File: src/rtl/path_replayer_if.sv
// Control/status bundle between a path source and the path_replayer motor sequencer.
interface path_replayer_if #(
  parameter int ENTRIES = 15
) ();
  logic                   start;
  logic                   abort;
  logic [7*ENTRIES-1:0]   path_data;
  logic [3:0]             entry_count;
  logic                   M1;
  logic                   M2;
  logic                   busy;
  logic                   done;
  logic                   aborted;

  modport master (
    output start, abort, path_data, entry_count,
    input  M1, M2, busy, done, aborted
  );

  modport slave (
    input  start, abort, path_data, entry_count,
    output M1, M2, busy, done, aborted
  );
endinterface

File: src/rtl/path_replayer.sv
// Replays a recorded motor path oldest-slot-first, holding each {M2,M1} pair
// for (dur+1)*TICK cycles, with abort and clean completion pulses.
module path_replayer #(
  parameter int TICK    = 7644,
  parameter int ENTRIES = 15
) (
  input logic           clk,
  input logic           rst,
  path_replayer_if.slave bus
);
  localparam int TW = (TICK > 1) ? $clog2(TICK) : 1;
  localparam logic [TW-1:0] TICK_LAST = TW'(TICK - 1);

  typedef enum logic [1:0] {IDLE, RUN, FINISH} state_t;

  state_t               state;
  logic [7*ENTRIES-1:0] snap;
  logic [3:0]           idx;
  logic [TW-1:0]        tick;
  logic [3:0]           unit;
  logic                 m1_q, m2_q, busy_q, done_q, aborted_q;

  logic [3:0] acc_cnt;
  logic [3:0] acc_idx;
  logic [3:0] nxt_idx;
  logic [6:0] first_slot;
  logic [6:0] cur_slot;
  logic [6:0] nxt_slot;

  function automatic logic [3:0] clamp_count(input logic [3:0] c);
    if (c > 4'(ENTRIES)) return 4'(ENTRIES);
    return c;
  endfunction

  function automatic logic [6:0] slot_of(input logic [7*ENTRIES-1:0] d, input logic [3:0] i);
    return d[7*int'(i) +: 7];
  endfunction

  // Index arithmetic is guarded so a select never reaches past the top slot.
  assign acc_cnt    = clamp_count(bus.entry_count);
  assign acc_idx    = (acc_cnt != 4'd0) ? acc_cnt - 4'd1 : 4'd0;
  assign nxt_idx    = (idx != 4'd0) ? idx - 4'd1 : 4'd0;
  assign first_slot = slot_of(bus.path_data, acc_idx);
  assign cur_slot   = slot_of(snap, idx);
  assign nxt_slot   = slot_of(snap, nxt_idx);

  always_ff @(posedge clk) begin
    if (rst) begin
      state     <= IDLE;
      snap      <= '0;
      idx       <= '0;
      tick      <= '0;
      unit      <= '0;
      m1_q      <= 1'b0;
      m2_q      <= 1'b0;
      busy_q    <= 1'b0;
      done_q    <= 1'b0;
      aborted_q <= 1'b0;
    end else begin
      done_q    <= 1'b0;
      aborted_q <= 1'b0;
      case (state)
        IDLE: begin
          if (bus.start && !bus.abort) begin
            snap <= bus.path_data;
            tick <= '0;
            unit <= '0;
            idx  <= acc_idx;
            if (acc_cnt != 4'd0) begin
              {m2_q, m1_q} <= first_slot[1:0];
              busy_q       <= 1'b1;
              state        <= RUN;
            end else begin
              {m2_q, m1_q} <= 2'b00;
              done_q       <= 1'b1;
              state        <= FINISH;
            end
          end
        end
        RUN: begin
          // Abort is checked first so it wins over a coincident slot end.
          if (bus.abort) begin
            {m2_q, m1_q} <= 2'b00;
            busy_q       <= 1'b0;
            aborted_q    <= 1'b1;
            tick         <= '0;
            unit         <= '0;
            state        <= IDLE;
          end else if (tick == TICK_LAST) begin
            tick <= '0;
            if (unit == cur_slot[5:2]) begin
              unit <= '0;
              if (idx != 4'd0) begin
                idx          <= nxt_idx;
                {m2_q, m1_q} <= nxt_slot[1:0];
              end else begin
                {m2_q, m1_q} <= 2'b00;
                busy_q       <= 1'b0;
                done_q       <= 1'b1;
                state        <= FINISH;
              end
            end else begin
              unit <= unit + 4'd1;
            end
          end else begin
            tick <= tick + 1'b1;
          end
        end
        FINISH:  state <= IDLE;
        default: state <= IDLE;
      endcase
    end
  end

  assign bus.M1      = m1_q;
  assign bus.M2      = m2_q;
  assign bus.busy    = busy_q;
  assign bus.done    = done_q;
  assign bus.aborted = aborted_q;
endmodule

File: src/flat_wrapper.sv
// flat-port wrapper written by rule: the top's interface ports become plain ports
module path_replayer_flat 
#(
  parameter int TICK    = 7644,
  parameter int ENTRIES = 15
)
  (clk, rst, bus_start, bus_abort, bus_path_data, bus_entry_count, bus_M1, bus_M2, bus_busy, bus_done, bus_aborted);
  path_replayer_if #(.ENTRIES(ENTRIES)) bus_i ();
  input logic clk;
  input logic rst;
  input wire logic [$bits(bus_i.start)-1:0] bus_start;
  input wire logic [$bits(bus_i.abort)-1:0] bus_abort;
  input wire logic [$bits(bus_i.path_data)-1:0] bus_path_data;
  input wire logic [$bits(bus_i.entry_count)-1:0] bus_entry_count;
  output wire logic [$bits(bus_i.M1)-1:0] bus_M1;
  output wire logic [$bits(bus_i.M2)-1:0] bus_M2;
  output wire logic [$bits(bus_i.busy)-1:0] bus_busy;
  output wire logic [$bits(bus_i.done)-1:0] bus_done;
  output wire logic [$bits(bus_i.aborted)-1:0] bus_aborted;
  assign bus_i.start = bus_start;
  assign bus_i.abort = bus_abort;
  assign bus_i.path_data = bus_path_data;
  assign bus_i.entry_count = bus_entry_count;
  assign bus_M1 = bus_i.M1;
  assign bus_M2 = bus_i.M2;
  assign bus_busy = bus_i.busy;
  assign bus_done = bus_i.done;
  assign bus_aborted = bus_i.aborted;
  path_replayer #(.TICK(TICK), .ENTRIES(ENTRIES)) u_core (.clk(clk), .rst(rst), .bus(bus_i));
endmodule
File: config.mk
export PLATFORM = sky130hd
export DESIGN_NAME = path_replayer_flat
export DESIGN_NICKNAME = d
export VERILOG_FILES = /design/src/rtl/path_replayer_if.sv /design/src/rtl/path_replayer.sv /design/src/flat_wrapper.sv
export SDC_FILE = /design/constraint.sdc
export NUM_CORES = 1
export LEC_CHECK = 0
export BUFFER_PORTS_ARGS = -buffer_cell sky130_fd_sc_hd__buf_2
export CAP_MARGIN = 10
export CORE_AREA = 4 4 97 122
export CTS_CLUSTER_SIZE = 24
export DETAILED_ROUTE_END_ITERATION = 10
export DIE_AREA = 0 0 101 126
export GPL_TIMING_DRIVEN = 1
export PLACE_DENSITY_LB_ADDON = 0.2
export SLEW_MARGIN = 10
export SYNTH_ARGS = -nofsm -noshare
export SYNTH_HDL_FRONTEND = slang
export SYNTH_SLANG_ARGS = --single-unit
File: constraint.sdc
create_clock -name clk -period 3.1 [get_ports clk]
set_input_delay 0.155 -clock clk [delete_from_list [all_inputs] [get_ports clk]]
set_output_delay 0.155 -clock clk [all_outputs]
set_load 0.02 [all_outputs]
==> flow_summary.ini <==
[worst_setup_path]
crit_required_ns = 3.35
worstPathArrival_ns = 3.07
cp_slowest_stage_delay_ns = 0.56
r2r_slack_ns = 0.28
crit_family = compound AO/OA/AOI/OAI gates
path_class = register to register
cp-end-kind = register
slowest_stage = mux4_2
critPathLaunchType = register
crit_chain = buf_4 > mux4_2 > mux2i_1 > xnor2_1 > a2111oi_4 > o211ai_2 > a221oi_1 > a311oi_1
critPathBufInv = 1
cp_max_fo = 25

[final_layout]
final_layout_size_suffix_gt1_share_pct = 19.5
final_nets = 989
area_growth_pct = 31.1
antenna_cells = 0

[synth]
ys_warn_count = 0
synthFlopType = dfxtp_1
syn_area_per_cell_um2 = 8.00
synthDistinctLibCells = 57
syn-num-nets = 837
synth_edf_count = 0
ys_ff_latch = 118
synthArstFlopShare_pct = 0
syn_inst = 719
syn_area_mm2 = 0.00575
ys_seq_area_share_pct = 41.1

[die]
start_util_pct = 54.5
pin_count = 118
die_w_um = 101
dieArea_mm2 = 0.0127
core.rowCount = 42
die_y_um = 126
core_mm2 = 0.0106

[route]
vias_per_cell = 5.65
detailedRoute.firstPassIterationCount = 6
drc_errors = 0
drt_wl_total_um = 16200
vias = 5724
drtIter0Drc = 369
postRouteAntennaNets = 0
routedWlPerCell_um = 16.0

[sta]
min_period_over_period_pct = 91.0
slew_headroom_pct = 43.6
setup_viol = 0
setup_tns_ns = 0
worst_pin_slew_ns = 0.846
fmax_ghz = 0.354
rsz0062_at_grt = no
hold_ws_ns = -0.000291
slew_violations = 0
min_period_ns = 2.82
hold_violations = 1
fin_skew_ns = 0.00748

[placed_design]
place_congestion = 0.899
place_hpwl_um = 10500
portBuffers = 102

[outcome]
status = finished with violations
violations = negative hold slack

[clock_tree]
insertion_delay_ns = 0.41
cts_buffers = 17
cts_sinks = 118
cts_tree = yes
clk_path_buf_depth = 2
clk_pin_slew_ns = 0.06
cts_max_level = 4
root_buffer = clkbuf_16

[flow_run]
max_cap_viol_count = 0

[power_and_ir_drop]
p_int_w = 0.00302
power.density_mw_per_mm2 = 547
comb_power_share_pct = 16.5
p_sw_w = 0.00110
ir_worst_vdd_mv = 0.372
leakagePower_nw = 2.97
switching_share_pct = 26.7
power.share.clock_pct = 43.7
seq_power_share_pct = 39.8

[global_route]
grt_pass1_vias = 5612
grt_pass1_wl_um = 26200
grt-ovfl-total = 0
grt_usage_pct = 25.6
grt_max_degree = 73
antenna_found_initial = 0

[hold_path]
min-delay-path-class = input pin to register
[state kept, by name (all words and copies together) (netlist names)]
register            cells
u_core.state            2
u_core.idx              4
u_core.bus.done         1
u_core.bus.aborted      1
u_core.bus.M1           1
u_core.unit             4
u_core.snap            90
u_core.bus.busy         1
u_core.bus.M2           1
u_core.tick            13
[tightest hold or removal path, delay by kind of cell]
family	cells	cell delay (ns)
AOI/OAI and AO/OA	1	0.05
and+or+nand+nor	1	0.05
buffers and inverters	1	0.10
[power groups by stage]
stage          clock (W)  sequential, W  combinational (W)
2_1_floorplan          0        0.00166           0.000417
3_3_place_gp           0        0.00167           0.000590
3_5_place_dp           0        0.00167           0.000602
4_1_cts          0.00181        0.00164           0.000667
5_1_grt          0.00188        0.00165           0.000743
6_report         0.00180        0.00164           0.000680
[metrics by stage]
stage	total power [W]	worst slack (ns)	utilization (%)	area [µm²]	cells
floorplan	0.00208	0.292	-	5750	719
global placement	0.00226	0.355	60.2	6360	920
global route	0.00427	0.0542	71.4	7550	1013
detailed placement	0.00227	0.302	60.2	6360	920
CTS	0.00412	0.264	71.4	7540	1013
finish	0.00413	0.278	71.4	7550	1013
[kinds of logic after synthesis]
| family | Yosys count | share of synthesized area [%] |
|---|---|---|
| adders and majority gates | 5 | 1.09 |
| muxes | 45 | 10.2 |
| DFF | 118 | 41.1 |
| and+or+nand+nor | 303 | 22.8 |
| AOI/OAI and AO/OA | 162 | 16.7 |
| buffers and inverters | 62 | 4.59 |
| xor gates and xnor gates | 24 | 3.65 |
[cell usage after synthesis (3+ instances only)]
cell type | instances | share of area (%)
nor3b_1 | 4 | 0.52
o21ai_1 | 6 | 0.52
clkbuf_1 | 41 | 2.7
nor2_1 | 32 | 2.1
nor2b_1 | 4 | 0.43
o31ai_1 | 3 | 0.39
buf_2 | 4 | 0.35
mux2_2 | 4 | 0.78
mux2i_1 | 30 | 5.2
xor2_1 | 11 | 1.7
inv_1 | 10 | 0.65
a21oi_1 | 107 | 9.3
o21ai_0 | 11 | 0.96
nand3b_1 | 4 | 0.52
nand4_1 | 4 | 0.43
buf_4 | 3 | 0.39
nand3_1 | 17 | 1.5
xnor2_1 | 13 | 2.0
a221oi_1 | 3 | 0.46
nand2b_1 | 4 | 0.43
mux4_2 | 10 | 3.9
a211oi_1 | 3 | 0.39
dfxtp_1 | 118 | 41
a311oi_1 | 6 | 0.91
and2_1 | 3 | 0.33
ha_1 | 5 | 1.1
nand2_1 | 210 | 14
nor3_1 | 12 | 1.0
[cells in the final DEF, fill, tap and decap left out, types with 5 or more instances in the layout]
master and n:
xnor2_1 13, buf_2 102, nor3_1 11, clkbuf_16 17, ha_1 5, inv_1 10, mux4_2 10, buf_4 17
nand3_1 17, dfxtp_1 118, a311oi_1 6, dlygate4sd3_1 64, xor2_1 11, nor2_1 32, o21ai_0 11, o21ai_1 6
nand2_1 210, a21oi_1 107, mux2i_1 30
[metal layers]
layer | up-vias | global-route usage [%] | part of all wire, %
met4 | 0 | 12.0 | 3.2
met5 | - | 0 | 0
li1 | 2780 | - | -
met3 | 41 | 4.76 | 5.2
met1 | 2684 | 31.0 | 41
met2 | 219 | 43.3 | 51
[what timing repair did]
action                                  in CTS  in global routing
endpoints found under the setup margin       0                  1
setup buffers                                0                  0
endpoints found under the hold margin       64                  0
hold buffers                                64                  0
gates resized for setup                      0                  1
[area by class of cell]
cell class | instances | area, µm²
clock buffer | 20 | 457
clock inverter | 9 | 81.3
fill | 831 | 3020
inverter | 11 | 41.3
multi-input combinational | 539 | 3140
sequential | 118 | 2360
tap | 132 | 165
timing repair buffer | 184 | 1300
[path summary, 6_finish.rpt]
path,startpoint,to,cells after the start
worst max register to register,u_core.idx[1],u_core.idx[2],8
worst min register to register,u_core.snap[3],u_core.snap[3],2
worst max-delay path,u_core.idx[1],u_core.idx[2],8
worst min-delay path,bus_path_data[61],u_core.snap[61],3
Note: power is estimated with default switching activity, not from simulation.
